==> config.mk <==
export PLATFORM = sky130hd
export DESIGN_NAME = mult_seq_radix
export DESIGN_NICKNAME = d
export VERILOG_FILES = /design/src/rtl/mult_seq_radix.sv
export SDC_FILE = /design/constraint.sdc
export NUM_CORES = 1
export LEC_CHECK = 0
export CORE_AREA = 2 2 100 102
export CTS_BUF_LIST = sky130_fd_sc_hd__clkbuf_4
export CTS_CLUSTER_DIAMETER = 100
export DETAILED_ROUTE_END_ITERATION = 8
export DIE_AREA = 0 0 102 104
export RECOVER_POWER = 25
export SKIP_CTS_REPAIR_TIMING = 1
export SKIP_LAST_GASP = 1
export SYNTH_ARGS = -nofsm -noshare
export SYNTH_HDL_FRONTEND = slang
export SYNTH_SLANG_ARGS = --single-unit
==> constraint.sdc <==
create_clock -name clk -period 7.8 [get_ports clk]
set_input_delay 1.56 -clock clk [delete_from_list [all_inputs] [get_ports clk]]
set_output_delay 1.56 -clock clk [all_outputs]
set_load 0.02 [all_outputs]
==> src/rtl/mult_seq_radix.sv <==
// Sequential shift-add multiplier retiring K multiplier bits per cycle, with
// per-transaction signed/unsigned mode and valid/ready handshakes on both sides.
module mult_seq_radix #(
  parameter int W1 = 8,
  parameter int W2 = 8,
  parameter int K  = 2
) (
  input  logic             clk,
  input  logic             rst_n,
  input  logic             in_valid,
  output logic             in_ready,
  input  logic             in_signed,
  input  logic [W1-1:0]    IN1,
  input  logic [W2-1:0]    IN2,
  output logic             out_valid,
  input  logic             out_ready,
  output logic [W1+W2-1:0] Out,
  output logic             busy
);

  localparam int P  = W1 + W2;
  localparam int N  = W1 / K;
  localparam int CW = (N > 1) ? $clog2(N) : 1;
  localparam logic [CW-1:0] LAST = CW'(N - 1);
  localparam logic [CW-1:0] ONE  = CW'(1);

  generate
    if (W1 < 2 || W2 < 2 || K < 1 || (W1 % K) != 0) begin : g_bad_param
      $error("mult_seq_radix: need W1>=2, W2>=2 and K dividing W1");
    end
  endgenerate

  typedef enum logic [1:0] {IDLE, CALC, DONE} state_t;

  state_t          state_reg, state_next;
  logic [W1-1:0]   a_reg;
  logic [P-1:0]    mcand_reg;
  logic            sgn_reg;
  logic [P-1:0]    acc_reg;
  logic [P-1:0]    out_reg;
  logic [CW-1:0]   cnt_reg;
  logic            accept;
  logic            last;
  logic [P-1:0]    step;
  logic [P-1:0]    acc_next;
  logic [P-1:0]    pp [K];

  assign accept   = in_valid && in_ready;
  assign last     = (cnt_reg == LAST);
  assign acc_next = acc_reg + step;
  assign Out      = out_reg;

  always_ff @(posedge clk or negedge rst_n) begin
    if (!rst_n) state_reg <= IDLE;
    else        state_reg <= state_next;
  end

  always_comb begin
    state_next = state_reg;
    in_ready   = 1'b0;
    out_valid  = 1'b0;
    busy       = 1'b0;
    case (state_reg)
      IDLE: begin
        in_ready = 1'b1;
        if (in_valid) state_next = CALC;
      end
      CALC: begin
        busy = 1'b1;
        if (last) state_next = DONE;
      end
      DONE: begin
        out_valid = 1'b1;
        in_ready  = out_ready;
        if (out_ready) state_next = in_valid ? CALC : IDLE;
      end
      default: state_next = IDLE;
    endcase
  end

  // a_reg shifts right and mcand_reg left each iteration, so slice bit gi
  // always weighs mcand_reg << gi at its absolute position.
  genvar gi;
  generate
    for (gi = 0; gi < K; gi++) begin : g_pp
      assign pp[gi] = a_reg[gi] ? (mcand_reg << gi) : '0;
    end
  endgenerate

  // The top bit of the last slice is IN1's sign bit: negative weight when signed.
  always_comb begin
    step = '0;
    for (int j = 0; j < K; j++) begin
      if (sgn_reg && last && (j == K - 1)) step = step - pp[j];
      else                                 step = step + pp[j];
    end
  end

  always_ff @(posedge clk or negedge rst_n) begin
    if (!rst_n) begin
      a_reg     <= '0;
      mcand_reg <= '0;
      sgn_reg   <= 1'b0;
      acc_reg   <= '0;
      out_reg   <= '0;
      cnt_reg   <= '0;
    end else if (accept) begin
      a_reg     <= IN1;
      mcand_reg <= {{W1{in_signed & IN2[W2-1]}}, IN2};
      sgn_reg   <= in_signed;
      acc_reg   <= '0;
      cnt_reg   <= '0;
    end else if (state_reg == CALC) begin
      a_reg     <= a_reg >> K;
      mcand_reg <= mcand_reg << K;
      acc_reg   <= acc_next;
      cnt_reg   <= cnt_reg + ONE;
      if (last) out_reg <= acc_next;
    end
  end

endmodule
* Word-level counts from Yosys, hierarchy flattened
Index checks and enable logic that the tools add are counted.
Widths: inputs -> output; s select.
** Cells by class
- Bitwise operators :: 2
- Reduce and logical (&&, ||, !) cells :: 6
- Muxes and demuxes :: 19
- Equality and inequality tests :: 6
- Add/sub/neg operators :: 4
** Operator list (count)
- $mux 16 :: 7
- $add 16x16->16 :: 2
- $mux 8 :: 2
- $sub 16x16->16 :: 1
- $mux 2 :: 5
- $ne 2x2->1 const B :: 3
- $pmux 2 s3 :: 1
- $reduce_and 3->1 :: 2
- $eq 2x2->1 const B :: 2
- $mux 1 :: 3
- $add 2x1->2 const B :: 1
- $eq 2x1->1 const B :: 1
- $logic_and 1x1->1 :: 2
- $logic_not 2->1 :: 1
- $pmux 1 s2 :: 1
- $reduce_bool 2->1 :: 1
- $and 1x1->1 :: 1
- $not 1->1 :: 1
** Word-level totals
- Word-level logic and storage cells :: 44
- Output and inout port bits :: 19
- Bits in registers :: 61
- Input bits :: 21

* Depth between registers and ports, before layout
Gate-level depths: netlist of the first run.
- Word-level depth :: 6
- Gate-level depth with buffers :: 23
- Depth with buffers taken out :: 22

* Worst setup path after synthesis of the first run
OpenSTA, ideal clock, no wires.
- Kind :: register to register
- Start :: reg cnt_reg[0]
- End :: reg out_reg[15] (netlist: Out[15])
- Required time :: 7671 ps
- Period minus slack after synthesis :: 4370 ps
- Slack :: 3430 ps
- Path buffers :: 1
- Cell stages (with the launch flop) :: 23
- Library setup time :: 129 ps
- Arrival :: 4241 ps
- Cell sequence :: dfrtp_1 ha_1 nand2_1 clkbuf_1 nand2_1 xnor2_1 nand2_1 ha_1 nor2b_1 o21ai_0 a21boi_0 o21ai_0 a21oi_1 o21ai_0 mux2i_1 nand2_1 ha_1 and2_1 a221o_1 a31oi_1 o21ai_0 xnor3_1 o21ai_2
** On the way
- Word-level cells in the longest chain between the ends :: 4
- Elaborated cells on any way between the ends :: 5
- Those cells by class :: 1 x add/sub; 1 x eq/ne; 1 x mux; 2 x reduce/logical
** RTL lines
- start, declared :: RTL line 41 : logic [CW-1:0] cnt_reg;
- start signal, assigned :: RTL line 117 : cnt_reg <= cnt_reg + ONE;
- $eq 2x2->1 * :: RTL line 49 : assign last = (cnt_reg == LAST);
- $logic_and 1x1->1 :: RTL line 94 : if (sgn_reg && last && (j == K - 1)) step = step - pp[j];
- $mux 16 :: RTL line 94
- $add 16x16->16 :: RTL line 50 : assign acc_next = acc_reg + step;
- end signal, assigned :: RTL line 118 : if (last) out_reg <= acc_next;
- end, declared :: RTL line 40 : logic [P-1:0] out_reg;
Mark *: on every way between the ends. The rest lies on a longest branch, timed or not.
A chain may end at the register's enable or synchronous reset.

* Worst setup path in the final report of the first run
- Start :: reg cnt_reg[0]
- End :: reg acc_reg[15]
** On the way
- Word-level cells in the longest chain between the ends :: 6
** RTL lines
- $eq 2x2->1 :: RTL line 49
- $logic_and 1x1->1 :: RTL line 94
- $mux 16 :: RTL line 94
- $add 16x16->16 :: RTL line 50
- $mux 16 :: RTL line 113 : end else if (state_reg == CALC) begin
- $mux 16 :: RTL line 107 : end else if (accept) begin
- end signal, assigned :: RTL line 116 : acc_reg <= acc_next;
- end, declared :: RTL line 39 : logic [P-1:0] acc_reg;
No other way between the ends. The select of a mux whose other input is x is not followed.

==> results of run 1 <==
==> area by class of cell <==
| type | instances | area share, % |
|---|---|---|
| Clock inverter | 6 | 2.09 |
| Timing Repair Buffer | 42 | 8.33 |
| Multi-Input combinational cell | 398 | 51.5 |
| Inverter | 21 | 1.62 |
| Clock buffer | 10 | 1.55 |
| Tap cell | 133 | 3.43 |
| Sequential cell | 61 | 31.5 |
==> cells in the final DEF (no fill, tap or decap), types with 3 or more instances in the layout <==
cell type                         synthesis  final
sky130_fd_sc_hd__nor2_1                  17     17
sky130_fd_sc_hd__a21o_1                   4      4
sky130_fd_sc_hd__a22oi_1                 11     11
sky130_fd_sc_hd__nor2b_1                  5      5
sky130_fd_sc_hd__nand2_1                112    112
sky130_fd_sc_hd__a21oi_1                 24     24
sky130_fd_sc_hd__clkdlybuf4s50_1          0     38
sky130_fd_sc_hd__nand2b_1                 5      5
sky130_fd_sc_hd__bufinv_16                0      3
sky130_fd_sc_hd__inv_1                   20     20
sky130_fd_sc_hd__a21boi_0                 3      3
sky130_fd_sc_hd__nand3_1                 20     20
sky130_fd_sc_hd__a211oi_1                 3      3
sky130_fd_sc_hd__xor2_1                  10     10
sky130_fd_sc_hd__clkinv_1                 1      4
sky130_fd_sc_hd__ha_1                    33     33
sky130_fd_sc_hd__xnor2_1                 23     23
sky130_fd_sc_hd__and2_1                  16     16
sky130_fd_sc_hd__o31ai_1                  8      8
sky130_fd_sc_hd__a31oi_1                 10     10
sky130_fd_sc_hd__dfrtp_1                 61     61
sky130_fd_sc_hd__nor3_1                   6      6
sky130_fd_sc_hd__clkbuf_4                 0     10
sky130_fd_sc_hd__o21ai_0                 48     48
==> metrics by stage <==
| stage | area, um^2 | utilization [%] | cells | hold slack [ns] |
|---|---|---|---|---|
| after floorplan | 4200 | - | 504 | 0.446 |
| after detailed placement | 4680 | 49.0 | 655 | 0.464 |
| after global routing | 4850 | 50.8 | 671 | 0.508 |
| after global placement | 4680 | 49.0 | 655 | 0.458 |
| final | 4850 | 50.8 | 671 | 0.490 |
| after CTS | 4860 | 50.9 | 671 | 0.490 |
==> Yosys cell counts (10+ instances only) <==
cell | instances | area (um^2)
sky130_fd_sc_hd__nand2_1 | 112 | 420
sky130_fd_sc_hd__dfrtp_1 | 61 | 1530
sky130_fd_sc_hd__o21ai_0 | 48 | 240
sky130_fd_sc_hd__ha_1 | 33 | 413
sky130_fd_sc_hd__a21oi_1 | 24 | 120
sky130_fd_sc_hd__xnor2_1 | 23 | 201
sky130_fd_sc_hd__clkbuf_1 | 21 | 78.8
sky130_fd_sc_hd__inv_1 | 20 | 75.1
sky130_fd_sc_hd__nand3_1 | 20 | 100
sky130_fd_sc_hd__nor2_1 | 17 | 63.8
sky130_fd_sc_hd__and2_1 | 16 | 100
sky130_fd_sc_hd__a22oi_1 | 11 | 82.6
sky130_fd_sc_hd__a31oi_1 | 10 | 62.6
sky130_fd_sc_hd__xor2_1 | 10 | 87.6
==> final timing paths <==
kind,from,end,slack (ns),cells after the start
max in group asynchronous,rst_n,mcand_reg[11],3.62,2
setup / recovery,cnt_reg[0],acc_reg[15],2.85,21
hold reg to reg,a_reg[4],a_reg[4],0.49,2
min in group asynchronous,rst_n,acc_reg[5],2.33,2
hold / removal,a_reg[4],a_reg[4],0.49,2
setup reg to reg,cnt_reg[0],acc_reg[15],2.85,21
==> per-layer routing <==
metal  up-vias  GRT usage [%]  part of all wire, %
li1       1810              -                    -
met1      1664           24.2                   46
met2        46           28.9                   49
met3        13           3.63                  2.8
met4         0           6.00                  1.5
met5         -              0                    0
==> worst min-delay path: stages (launching register included) <==
cell and delay (ns):
sky130_fd_sc_hd__dfrtp_1 0.36, sky130_fd_sc_hd__nand2_1 0.05, sky130_fd_sc_hd__nand2_1 0.05
==> cells by family (layout without fill, tap and decap cells) <==
group,Yosys count,in the layout,share of synthesized area [%]
adders and majority gates,34,34,10.3
DFF,61,61,36.4
AOI/OAI and AO/OA,131,131,19.6
muxes,3,3,0.745
and+or+nand+nor,196,196,21.5
buffers and inverters,45,79,4.08
xor gates and xnor gates,34,34,7.42
==> run summary, run 1 <==
Status: finished, violations left
Violations in the final reports: capacitance limit, slew limit
Number of clock sinks: 61
DIE WIDTH: 102 um
Max Cap Viol: 1
First-pass GRT wire length: 15.4 mm
Critical path buffer and inverter count: 0
Overall die area: 10600 um^2
Ratio of cells with drive above 1 in the final layout: 4.83%
Crit end category: register
Relative slew slack: -120%
Crit path cell chain: ha_1, nand2_1, nand2_1, xnor2_1, nand2_1, ha_1, nor2b_1, o21ai_0, a21boi_0, o21ai_0, a21oi_1, o21ai_0, mux2i_1, nand2_1, ha_1, and2_1, a221o_1, a31oi_1, o21ai_0, xnor3_1, o21ai_2
Combined area of the multi-input logic cells: 2500 um^2
Cells after synthesis: 504
Storage cell area: 1530 um^2
Delay contributed by the slowest stage of the critical path: 0.41 ns
Most used DFF post-synth: sky130_fd_sc_hd__dfrtp_1
Maximum clock path buffer count: 2
Vias in the first global route: 3276
Total count of hold-check failures in the final report: 0
Number of top-level design ports: 40
Count of standard-cell rows: 36
Antenna Diode Count: 0
Clk root buf: sky130_fd_sc_hd__clkbuf_4
Distinct cells, synth: 55
DRT Wirelength: 8.98 mm
EDFF count, synth: 0
Netlist Area Pre-Place: 4200 um^2
Quantity of I/O buffers inserted on ports: 39
Gp weighted congestion: 0.873
Antenna violations before repair: 0
Number of fillers in the final layout: 975
Sequential-to-total area share from yosys stat: 36.4%
Height of the die: 104 um
Final setup fails: 0
Arrival time worst endpoint: 5.26 ns
Share of the clock period used by the worst path after layout: 63.4%
H-tree depth reported by CTS: 3
Net count, final: 588
Class of the tightest hold or removal check: reg -> reg
CP required: 8.11 ns
Number of synthesis warnings: 0
Residual DRC count: 0
Avg Vias per Cell: 5.27
Async set or reset register ratio after synthesis: 100%
Maximum number of pins on one net before global-route repair: 62
Total vias in the final route: 3533
Clock tree from TritonCTS: done
Worst Clk Skew: 0.00649 ns
Number of buffers created by CTS: 9
Clock-pin transition on the worst setup and hold timing paths: 0.11 ns
Total global-route track usage: 18.0%
Max-slew violation count: 62
Total grt overflow: 0
Top achievable clock speed: 0.202 GHz
Slowest CP cell: sky130_fd_sc_hd__dfrtp_1
Effective utilization at floorplan: 44.0%
Launching element type of the critical path: register
Slew at the pin with the worst max-slew slack: 3.31 ns
Worst Setup Slack, final: 2.85 ns
Mean post-synth cell area: 8.33 um^2
Standard cell core area: 9550 um^2
Synth-to-Final Area Change: 15.6%
Wire length per cell after detailed routing: 13.4 um
Setup slack at placement: 2.95 ns
Setup CP Type: reg -> reg
Violation count after the first detailed-route iteration: 103
Clock insertion delay at the later pin of the skew report: 0.43 ns
RSZ-0062 raised after global routing: no
Remaining number of nets flagged by the antenna check after routing: 0
HPWL reported at the end of detailed placement: 6.40 mm
CP Max Fanout: 13
Number of flip-flops and latches in the synthesized netlist: 61
Largest delay share family, worst path: compound AO/OA/AOI/OAI gates
Final min period: 4.95 ns
First drt pass iteration count: 4
Total negative slack: 0 ns
Post-Syn Nets: 559
Power of run 1 is not shown: default switching activity piles up to over one toggle a cycle in this logic, so the estimate is an artifact.
==> inputs of run 2 (changes only) <==
--- a/config.mk
+++ b/config.mk
@@ -10,6 +10,7 @@
 export CTS_CLUSTER_DIAMETER = 100
 export DETAILED_ROUTE_END_ITERATION = 8
 export DIE_AREA = 0 0 102 104
+export PLACE_DENSITY = 0.67
 export RECOVER_POWER = 25
 export SKIP_CTS_REPAIR_TIMING = 1
 export SKIP_LAST_GASP = 1
==> constraint.sdc (replaced) <==
create_clock -name clk -period 4.1 [get_ports clk]
set_input_delay 0.82 -clock clk [delete_from_list [all_inputs] [get_ports clk]]
set_output_delay 0.82 -clock clk [all_outputs]
set_load 0.02 [all_outputs]
==> run 2 against run 1 <==
  * Sequential share of layout area fell by 2.8 points
  * Utilization rose by 4.9 points
  * Sequential cell count did not move
  * Highest routed layer unchanged
  * Fmax rose by 20%
  * Global-route usage rose by 0.59 points
  * The flow finishes with violations (capacitance limit, slew limit, setup timing)
  * Critical path depth fell by 2
==> run summary, run 2 (synthesis gave the netlist of run 1 again) <==
Standard cell core area: 9550 um^2 (unchanged)
Clock tree from TritonCTS: done
Worst Clk Skew: 0.00909 ns (+0.00260 ns)
First-pass GRT wire length: 15.9 mm (+3.6%)
Final min period: 4.14 ns (-0.811 ns)
Share of the clock period used by the worst path after layout: 101% (+37 points)
Antenna Diode Count: 0 (unchanged)
Total global-route track usage: 18.6% (+0.59 points)
Worst-case hold slack: 0.485 ns (-0.00540 ns)
CP required: 4.42 ns (-3.69 ns)
Slowest CP cell: sky130_fd_sc_hd__dfrtp_2
Register-to-Register Setup Slack: -0.04 ns (-2.89 ns)
Launching element type of the critical path: register
Max-slew violation count: 43 (-31%)
Maximum clock path buffer count: 2 (unchanged)
Count of standard-cell rows: 36 (unchanged)
Top library cells by usage in the layout, fill and taps aside: sky130_fd_sc_hd__nand2_1 (111), sky130_fd_sc_hd__dfrtp_1 (60), sky130_fd_sc_hd__o21ai_0 (40), sky130_fd_sc_hd__clkdlybuf4s50_1 (38), sky130_fd_sc_hd__buf_4 (38)
Number of fillers in the final layout: 912 (-6.5%)
Arrival time worst endpoint: 4.46 ns (-0.80 ns)
Violations in the final reports: capacitance limit, slew limit, setup timing
Setup CP Type: reg -> reg
First drt pass iteration count: 4 (unchanged)
Clk root buf: sky130_fd_sc_hd__clkbuf_4
Worst Setup Slack, final: -0.0372 ns (-2.89 ns)
Number of clock sinks: 61 (unchanged)
Top achievable clock speed: 0.242 GHz (+20%)
Reg2reg path depth: 19 (-9.5%)
Max Cap Viol: 1 (unchanged)
Endpoint of the worst-slack reg-to-reg timing path: acc_reg[15]
RSZ-0062 raised after global routing: yes
Overall die area: 10600 um^2 (unchanged)
Violation count after the first detailed-route iteration: 142 (+38%)
Clock insertion delay at the later pin of the skew report: 0.44 ns (about the same)
Number of buffers created by CTS: 9 (unchanged)
Worst hold start: a_reg[3]
Net count, final: 624 (+6.1%)
H-tree depth reported by CTS: 3 (unchanged)
Ratio of cells with drive above 1 in the final layout: 16.2% (+11 points)
Total grt overflow: 0 (unchanged)
WHS Path Cells: 2 (unchanged)
Total count of hold-check failures in the final report: 0 (unchanged)
Crit Reg-Reg Startpoint: mcand_reg[0]
Residual DRC count: 0 (unchanged)
Hold EP: a_reg[3]
Status: finished, violations left
Avg Vias per Cell: 5.22 (-0.87%)
Crit end category: register
DIE WIDTH: 102 um (unchanged)
Most frequent standard cell in the layout excluding fill and tap cells: sky130_fd_sc_hd__nand2_1
Final setup fails: 4 (+4)
Number of top-level design ports: 40 (unchanged)
Remaining number of nets flagged by the antenna check after routing: 0 (unchanged)
Synth-to-Final Area Change: 26.8%
Delay contributed by the slowest stage of the critical path: 0.48 ns (+0.07 ns)
HPWL reported at the end of detailed placement: 6.64 mm (+3.7%)
Wire length per cell after detailed routing: 13.5 um (+0.91%)
Gp weighted congestion: 0.823 (-5.7%)
Clock-pin transition on the worst setup and hold timing paths: 0.10 ns (about the same)
Antenna violations before repair: 0 (unchanged)
Total vias in the final route: 3690 (+4.4%)
Class of the tightest hold or removal check: reg -> reg
Height of the die: 104 um (unchanged)
Vias in the first global route: 3562 (+8.7%)
Slew at the pin with the worst max-slew slack: 2.24 ns (-1.06 ns)
Crit path cell chain: nor4_4, or2b_1, o31ai_2, xnor2_1, nand2_1, ha_4, buf_4, nand3_1, o31a_1, buf_4, o21ai_0, xor2_1, ha_1, inv_1, o21ai_1, a21oi_1, o21ai_1, xnor3_1, o21ai_2
CP Max Fanout: 7 (-6)
DRT Wirelength: 9.55 mm (+6.3%)
Quantity of I/O buffers inserted on ports: 39 (unchanged)
Maximum number of pins on one net before global-route repair: 48 (-23%)
Effective utilization at floorplan: 44.0% (unchanged)
Relative slew slack: -49.5% (+71 points)
[run 2: metrics by stage]
stage / TNS [ns] / worst slack [ns] / util, % / std cells / area [um^2]
floorplan: 0 / 0.0149 / - / 504 / 4230
global placement: 0 / 0.0221 / 51.5 / 684 / 4920
detailed placement: -0.0961 / -0.0501 / 51.5 / 684 / 4920
CTS: -0.434 / -0.125 / 53.0 / 700 / 5060
global route: -1.96 / -0.280 / 55.8 / 707 / 5330
finish: -0.119 / -0.0372 / 55.8 / 707 / 5330
[run 2: final cells by class]
class / count / area, um^2 / share of cell area [%]
repair buffers: 78 / 681 / 12.8
clock inverters: 7 / 80.1 / 1.50
multi-input cells: 398 / 2720 / 51.2
inverters: 21 / 78.8 / 1.48
flip-flops and latches: 61 / 1530 / 28.7
well taps: 133 / 166 / 3.13
clock buffers: 9 / 67.6 / 1.27
[run 2: worst max-delay path: cells and delay by family (launching register included)]
family          cells  cell delay [ns]
buf+inv             3             0.35
flops               1             0.48
compound gates      7             1.13
fa+ha+maj           2             0.61
simple gates        4             0.80
xor+xnor            3             0.65
[run 2: worst max-delay path by stage]
stage | from | to | slack [ns] | depth (start not counted)
3_5_place_dp | mcand_reg[3] | acc_reg[15] | -0.05 | 20
4_1_cts | cnt_reg[0] | Out[14] | -0.12 | 22
6_report | mcand_reg[0] | acc_reg[15] | -0.04 | 19
3_3_place_gp | mcand_reg[3] | acc_reg[15] | 0.02 | 20
5_1_grt | cnt_reg[0] | Out[14] | -0.28 | 22
2_1_floorplan | cnt_reg[0] | Out[15] | 0.01 | 22
[run 2: routing by layer]
metal  vias to the layer above  track usage, %  share of wire, %  wire (um)
met3                        11            4.23               2.6        249
met1                      1758            24.0                47       4480
li1                       1879               -                 -          -
met5                         -               0                 0          0
met2                        42            30.6                49       4700
met4                         0            6.29               1.3        120
Power of run 2 is left out for the same reason.
